===== config.mk =====
export PLATFORM = sky130hd
export DESIGN_NAME = inta_sequencer
export DESIGN_NICKNAME = d
export VERILOG_FILES = /design/src/rtl/inta_sequencer.sv
export SDC_FILE = /design/constraint.sdc
export NUM_CORES = 1
export LEC_CHECK = 0
export CAP_MARGIN = 20
export CORE_AREA = 2 2 69 71
export CTS_BUF_LIST = sky130_fd_sc_hd__clkbuf_16
export CTS_CLUSTER_DIAMETER = 30
export DETAILED_ROUTE_END_ITERATION = 10
export DIE_AREA = 0 0 71 73
export PLACE_DENSITY = 0.94
export SETUP_SLACK_MARGIN = 0.15
export SLEW_MARGIN = 20
export SYNTH_ARGS = -nofsm -noshare
export SYNTH_HDL_FRONTEND = slang
export SYNTH_SLANG_ARGS = --single-unit

===== constraint.sdc =====
create_clock -name clk -period 4.25 [get_ports clk]
set_input_delay 0.85 -clock clk [delete_from_list [all_inputs] [get_ports clk]]
set_output_delay 0.85 -clock clk [all_outputs]
set_load 0.01 [all_outputs]

===== src/rtl/inta_sequencer.sv =====
// rtl/inta_sequencer.sv - INTA pulse sequencer: level freeze, cascade address, vector bytes, ISR strobes
module inta_sequencer #(
   parameter int          IRQ_N       = 8,
   parameter logic [7:0]  CALL_OPCODE = 8'hCD
) (
   input  logic             clk,
   input  logic             rst_n,
   input  logic             inta_n,
   input  logic             int_req,
   input  logic [2:0]       irr_id,
   input  logic             sngl,
   input  logic             sp_en,
   input  logic [7:0]       icw3,
   input  logic             upm,
   input  logic             aeoi,
   input  logic [4:0]       vec_base,
   input  logic [7:0]       addr_hi,
   input  logic [2:0]       addr_lo,
   input  logic [2:0]       cas_in,
   output logic             intr,
   output logic [2:0]       cas_out,
   output logic             cas_oe,
   output logic [7:0]       d_out,
   output logic             d_oe,
   output logic [IRQ_N-1:0] isr_set,
   output logic [IRQ_N-1:0] isr_clr,
   output logic             busy
);

   typedef enum logic [1:0] {IDLE, LOW, HIGH} state_t;

   state_t     state;
   logic       inta_q;
   logic [1:0] cnt;
   logic [2:0] id_l;
   logic       spur_l, upm_l, sel_l;

   logic       fall, rise;
   logic       spur_n, cm_n, sel_n;
   logic [2:0] id_n;
   logic [1:0] last;
   logic [1:0] cnt_inc;

   assign fall    = inta_q & ~inta_n;
   assign rise    = ~inta_q & inta_n;
   assign spur_n  = ~int_req;
   assign id_n    = spur_n ? 3'd7 : irr_id;
   assign cm_n    = sp_en & ~sngl & icw3[id_n];
   assign sel_n   = sngl | (sp_en & ~cm_n) | (~sp_en & (cas_in == icw3[2:0]));
   assign last    = upm_l ? 2'd2 : 2'd3;
   assign cnt_inc = cnt + 2'd1;

   // 8086 leaves the bus floating on its first pulse
   function automatic logic drives(input logic [1:0] n, input logic m86);
      return !(m86 && n == 2'd1);
   endfunction

   function automatic logic [7:0] pulse_byte(input logic [1:0] n, input logic m86,
                                             input logic [2:0] id);
      if (m86)
         return {vec_base, id};
      case (n)
         2'd1:    return CALL_OPCODE;
         2'd2:    return {addr_lo, id, 2'b00};
         default: return addr_hi;
      endcase
   endfunction

   always_ff @(posedge clk or negedge rst_n) begin
      if (!rst_n) begin
         state   <= IDLE;
         inta_q  <= 1'b1;
         cnt     <= '0;
         id_l    <= '0;
         spur_l  <= 1'b0;
         upm_l   <= 1'b0;
         sel_l   <= 1'b0;
         intr    <= 1'b0;
         cas_out <= '0;
         cas_oe  <= 1'b0;
         d_out   <= '0;
         d_oe    <= 1'b0;
         isr_set <= '0;
         isr_clr <= '0;
         busy    <= 1'b0;
      end else begin
         inta_q  <= inta_n;
         isr_set <= '0;
         isr_clr <= '0;
         case (state)
            IDLE: begin
               intr <= int_req;
               if (fall) begin
                  state   <= LOW;
                  cnt     <= 2'd1;
                  id_l    <= id_n;
                  spur_l  <= spur_n;
                  upm_l   <= upm;
                  sel_l   <= sel_n;
                  intr    <= 1'b0;
                  busy    <= 1'b1;
                  if (!spur_n)
                     isr_set <= IRQ_N'(1) << irr_id;
                  cas_oe  <= cm_n;
                  cas_out <= cm_n ? id_n : 3'd0;
                  d_oe    <= sel_n & drives(2'd1, upm);
                  d_out   <= (sel_n & drives(2'd1, upm)) ? pulse_byte(2'd1, upm, id_n) : 8'd0;
               end
            end
            LOW: begin
               if (rise) begin
                  d_oe  <= 1'b0;
                  d_out <= '0;
                  if (cnt == last) begin
                     state   <= IDLE;
                     busy    <= 1'b0;
                     intr    <= int_req;
                     cas_oe  <= 1'b0;
                     cas_out <= '0;
                     if (aeoi && !spur_l)
                        isr_clr <= IRQ_N'(1) << id_l;
                  end else begin
                     state <= HIGH;
                  end
               end
            end
            HIGH: begin
               if (fall) begin
                  state <= LOW;
                  cnt   <= cnt_inc;
                  d_oe  <= sel_l & drives(cnt_inc, upm_l);
                  d_out <= (sel_l & drives(cnt_inc, upm_l)) ? pulse_byte(cnt_inc, upm_l, id_l) : 8'd0;
               end
            end
            default: state <= IDLE;
         endcase
      end
   end

endmodule

[After elaboration in Yosys (flattened, before gate mapping)]
Index checks and enable logic that the tools add are counted.
Widths: inputs -> output; s select.
Operators by class
  shifts and indexed selects: 2
  eq/ne operators: 11
  multiplexer cells: 53
  $lt $le $gt $ge: 1
  bitwise gates (word level): 16
  reduce and logical (&&, ||, !) cells: 16
  add/subtract/negate cells: 1
Operator list (number)
  $mux 8: 16
  $pmux 8 s3: 1
  $mux 1: 18
  $pmux 8 s2: 1
  $shl 1x3->8 const A: 2
  $mux 3: 5
  $and 1x1->1: 8
  $mux 2: 4
  $ne 2x2->1 const B: 4
  $pmux 2 s2: 2
  $reduce_and 4->1: 2
  $not 1->1: 6
  $pmux 1 s2: 3
  $pmux 3 s2: 1
  $reduce_and 3->1: 2
  $eq 2x1->1 const B: 2
  $eq 2x2->1 const B: 2
  $lt 3x4->1 const B: 1
  $reduce_and 2->1: 2
  $reduce_bool 2->1: 2
  $bmux 1 s3: 1
  $eq 3x3->1: 1
  $logic_not 1->1: 3
  $pmux 1 s3: 1
  other kinds (8): 10
Word-level totals
  output and inout port bits: 31
  register bits: 42
  bits of input ports: 38
  word-level logic and storage cells: 115

[Longest topological paths before layout]
  word-level depth: 12
  depth in mapped cells: 9
  depth with buffers taken out: 7

[Worst setup path after synthesis]
No wires, ideal clock.
  kind: input-to-reg
  start: in int_req
  end: reg d_out[0]
  required time: 4100 ps
  path slack: 2272 ps
  path buffers: 1
  setup time: 150 ps
  stages: 6
  arrival: 1829 ps
  path through: buf_6 and2b_2 a221oi_2 o41a_1 nand4b_2 o311ai_0
On the way
  word-level cells in the longest chain between the ends: 12
  elaborated cells between the ends (all ways): 14
  those cells by class: mux (8); bitwise (6)
Ends and longest elaborated chain
  start: declaration: line 9  | input logic int_req,
  $mux 3 *: line 47  | assign id_n = spur_n ? 3'd7 : irr_id;
  $bmux 1 s3: line 48  | assign cm_n = sp_en & ~sngl & icw3[id_n];
  $mux 1 (not written as such): line 48
  $and 1x1->1: line 48
  $not 1->1: line 49  | assign sel_n = sngl | (sp_en & ~cm_n) | (~sp_en & (cas_in == icw3[2:0]));
  $and 1x1->1: line 49
  $or 1x1->1 (2 in series): line 49
  $and 1x1->1: line 107  | d_out <= (sel_n & drives(2'd1, upm)) ? pulse_byte(2'd1, upm, id_n) : 8'd0;
  $mux 8 *: line 107
  $mux 8 *: line 93  | if (fall) begin
  $pmux 8 s3 *: line 90  | case (state)
  end signal: assignment: line 107
  end signal: assignment: line 132  | d_out <= (sel_l & drives(cnt_inc, upm_l)) ? pulse_byte(cnt_inc, upm_l, id_l) : 8'd0;
  end: declaration: line 23  | output logic [7:0] d_out,
Mark *: on every way between the ends. The rest lies on a longest branch, timed or not. The select of a mux whose other input is x is not followed.
A chain may end at the register's enable or synchronous reset.

[Worst setup path in the final report]
  start: in inta_n
  end: reg d_out[0]
On the way
  word-level cells in the longest chain between the ends: 4
  elaborated cells between the ends (all ways): 7
  those cells by class: eq/ne (3); bitwise (3); reduce/logical (1)
Ends and longest elaborated chain
  start: declaration: line 8  | input logic inta_n,
  $not 1->1: line 44  | assign fall = inta_q & ~inta_n;
  $and 1x1->1: line 44
  $ne 2x2->1 (no source line)
  $reduce_and 4->1 (no source line) *
Mark *: on every way between the ends. The rest lies on a longest branch, timed or not.

==> results.yml <==
worst_setup_path:
  cp_data_required_time_ps: 4360
  crit_slowest_cell: "o21bai_2"
  critPathCaptureType: "flop"
  path_depth: 6
  crit_buf_inv: 1
  path_cells: "clkdlybuf4s50_1 -> nand2b_1 -> a21boi_2 -> o21bai_2 -> nand4b_2 -> o311ai_0"
  path_max_fanout: 19
  slowest_delay_ps: 560
  start_kind: "input pin"
  crit_type: "in2reg"
  r2r_cells: 7
  cpLargestDelayFamily: "compound AO/OA/AOI/OAI gates"
  cp.arrival_ps: 2700
placement:
  place_inst: 328
  place_hpwl_um: 3625
  port_buffers: 68
  dp_slack_ps: 1443
  place_area_um2: 2801
  gp_congestion: 0.8090
finish:
  final_cell_count_no_fill: 336
  drive_gt1_frac: 0.07092
  final_util: 0.6543
  syn2layout_area_growth_pct: 39.86
  fillers: 356
  finish.instance_area_um2: 2968
  fin_nets: 325
  diodes: 0
yosys:
  synth_top_cell_by_area: "dfrtp_1"
  synth_seq_area_share: 0.4959
  ys_types: 48
  ys.flop_type: "dfrtp_1"
  yosysWarnings: 0
  synthCells: 217
  synthTopCellsByCount: "41 x dfrtp_1, 30 x nand2_1, 27 x nor2_1, 12 x a21oi_1"
  synthArstFlopShare: 1.000
  synthMostInstantiatedCell: "dfrtp_1"
  ys_ff_latch: 42
  syn-num-nets: 261
  avgSynthCellArea_um2: 9.779
  netlist.area_leader.share: 0.4835
  synth_edf_count: 0
  synth_area_um2: 2122
  synth_area_leaders: "dfrtp_1 48%, nand2_1 5.3%, nor2_1 4.8%"
sta:
  final_max_slew_viol_count: 0
  max_freq_mhz: 386.7
  rsz0062_at_grt: "no"
  hold_viol: 0
  setup_viol: 0
  finalCritPeriodShare: 0.6085
  final.setup.tns_ps: 0
  final.setup.worst_slack_ps: 1664
  skew_ps: 3.570
  tightest_slew_ps: 892.0
  finalCriticalPeriod_ps: 2586
  max_slew_margin: 0.4054
global_routing:
  grt_max_degree: 43
  grt_usage: 0.2066
  grt_pass1_wl_um: 8418
  grt_overflow: 0
  grt_pass1_vias: 1799
  antenna_found_initial: 0
detailed_routing:
  dr.pass1.iters: 4
  drt-initial-drc-count: 247
  ant_nets: 0
  num_vias: 1857
  wirelength_um: 5065
  detail_route.wl_per_cell_um: 15.07
  post-route-drc-count: 0
  vias_per_cell: 5.527
flow_run:
  cap_violations: 0
run_status:
  status: "complete, no violations"
hold_path:
  hold_class: "reg2reg"
  hold_depth: 1
cts:
  holdBufCountCts: 0
  insertion_delay_ps: 280
  htree_num_levels: 2
  cts_root_buffer: "clkbuf_16"
  clock-sinks: 42
  path_clk_slew_ps: 60
  cts_buffers: 5
  post-cts-setup-buffer-count: 0
  cts_resized: 0
  cts_tree: "built"
  cts_buffer_depth: 2
floorplan:
  dieWidth_um: 71
  io_pins: 69
  die_h_um: 73
  rows: 25
  initial_core_util: 0.4679
  die_area_um2: 5183
  core-area_um2: 4536
pwr:
  p_per_area_nw_per_um2: 564.3
  leakage_nw: 1.240
  irDropWorstVdd_mv: 0.3861
layer usage:
layer,global-route usage,vias to the layer above,part of all wire
li1,-,894,-
met1,0.2723,899,0.43
met2,0.3396,56,0.51
met3,0.05110,8,0.052
met4,0.06289,0,0.013
met5,0,-,0
cell families after synthesis:
logic type / after synthesis / share of synthesized area
muxes: 3 / 0.01474
DFF: 42 / 0.4959
buffers and inverters: 16 / 0.03892
AOI/OAI and AO/OA: 53 / 0.1840
xor gates and xnor gates: 4 / 0.01651
and+or+nand+nor: 93 / 0.2146
adders and majority gates: 6 / 0.03538
cell type report:
class | count | area (µm²) | area share
Timing Repair Buffer | 68 | 675.6 | 0.2277
Sequential cell | 42 | 1052 | 0.3546
Inverter | 5 | 18.77 | 0.006324
Clock buffer | 5 | 125.1 | 0.04216
Multi-Input combinational cell | 159 | 987.2 | 0.3326
Tap cell | 54 | 67.56 | 0.02277
Clock inverter | 3 | 41.29 | 0.01391
stage by stage:
stage | hold WS, ps | total power, mW
floorplan | 446.6 | 1.021
global placement | 467.4 | 1.211
detailed placement | 470.6 | 1.240
CTS | 490.1 | 1.680
global route | 506.1 | 1.787
finish | 490.3 | 1.675
where the power goes:
group	switching, mW	internal (mW)	leakage (nW)
Combinational	0.354	0.297	0.610
Clock	0.147	0.275	0.0812
Sequential	0.112	0.490	0.549
Total	0.613	1.06	1.24
sequential cells by signal, indices dropped and copies added (netlist names):
| name | count |
|---|---|
| state | 2 |
| spur_l | 1 |
| d_out | 8 |
| busy | 1 |
| sel_l | 1 |
| intr | 1 |
| cas_oe | 1 |
| cas_out | 3 |
| upm_l | 1 |
| d_oe | 1 |
| inta_q | 1 |
| isr_set | 8 |
| id_l | 3 |
| isr_clr | 8 |
| cnt | 2 |
placed cells by master (no fill, tap or decap), drive strengths merged, types with 6 or more instances in the layout:
cell type      instances
clkdlybuf4s50         67
dfrtp                 41
nand2                 30
nor2                  27
a21oi                 12
nor2b                  9
o21ai                  8
nand2b                 7
inv                    6
ha                     6
path summary, 6_finish.rpt:
kind	slack, ps	to	start
setup / recovery	1660	d_out[0]	inta_n
hold / removal	490	cas_oe	cas_oe
setup reg to reg	1940	d_out[0]	state[0]
hold reg to reg	490	cas_oe	cas_oe
max in group asynchronous	3000	cas_out[0]	rst_n
min in group asynchronous	690	isr_set[7]	rst_n
(Power assumes the default switching activity.)
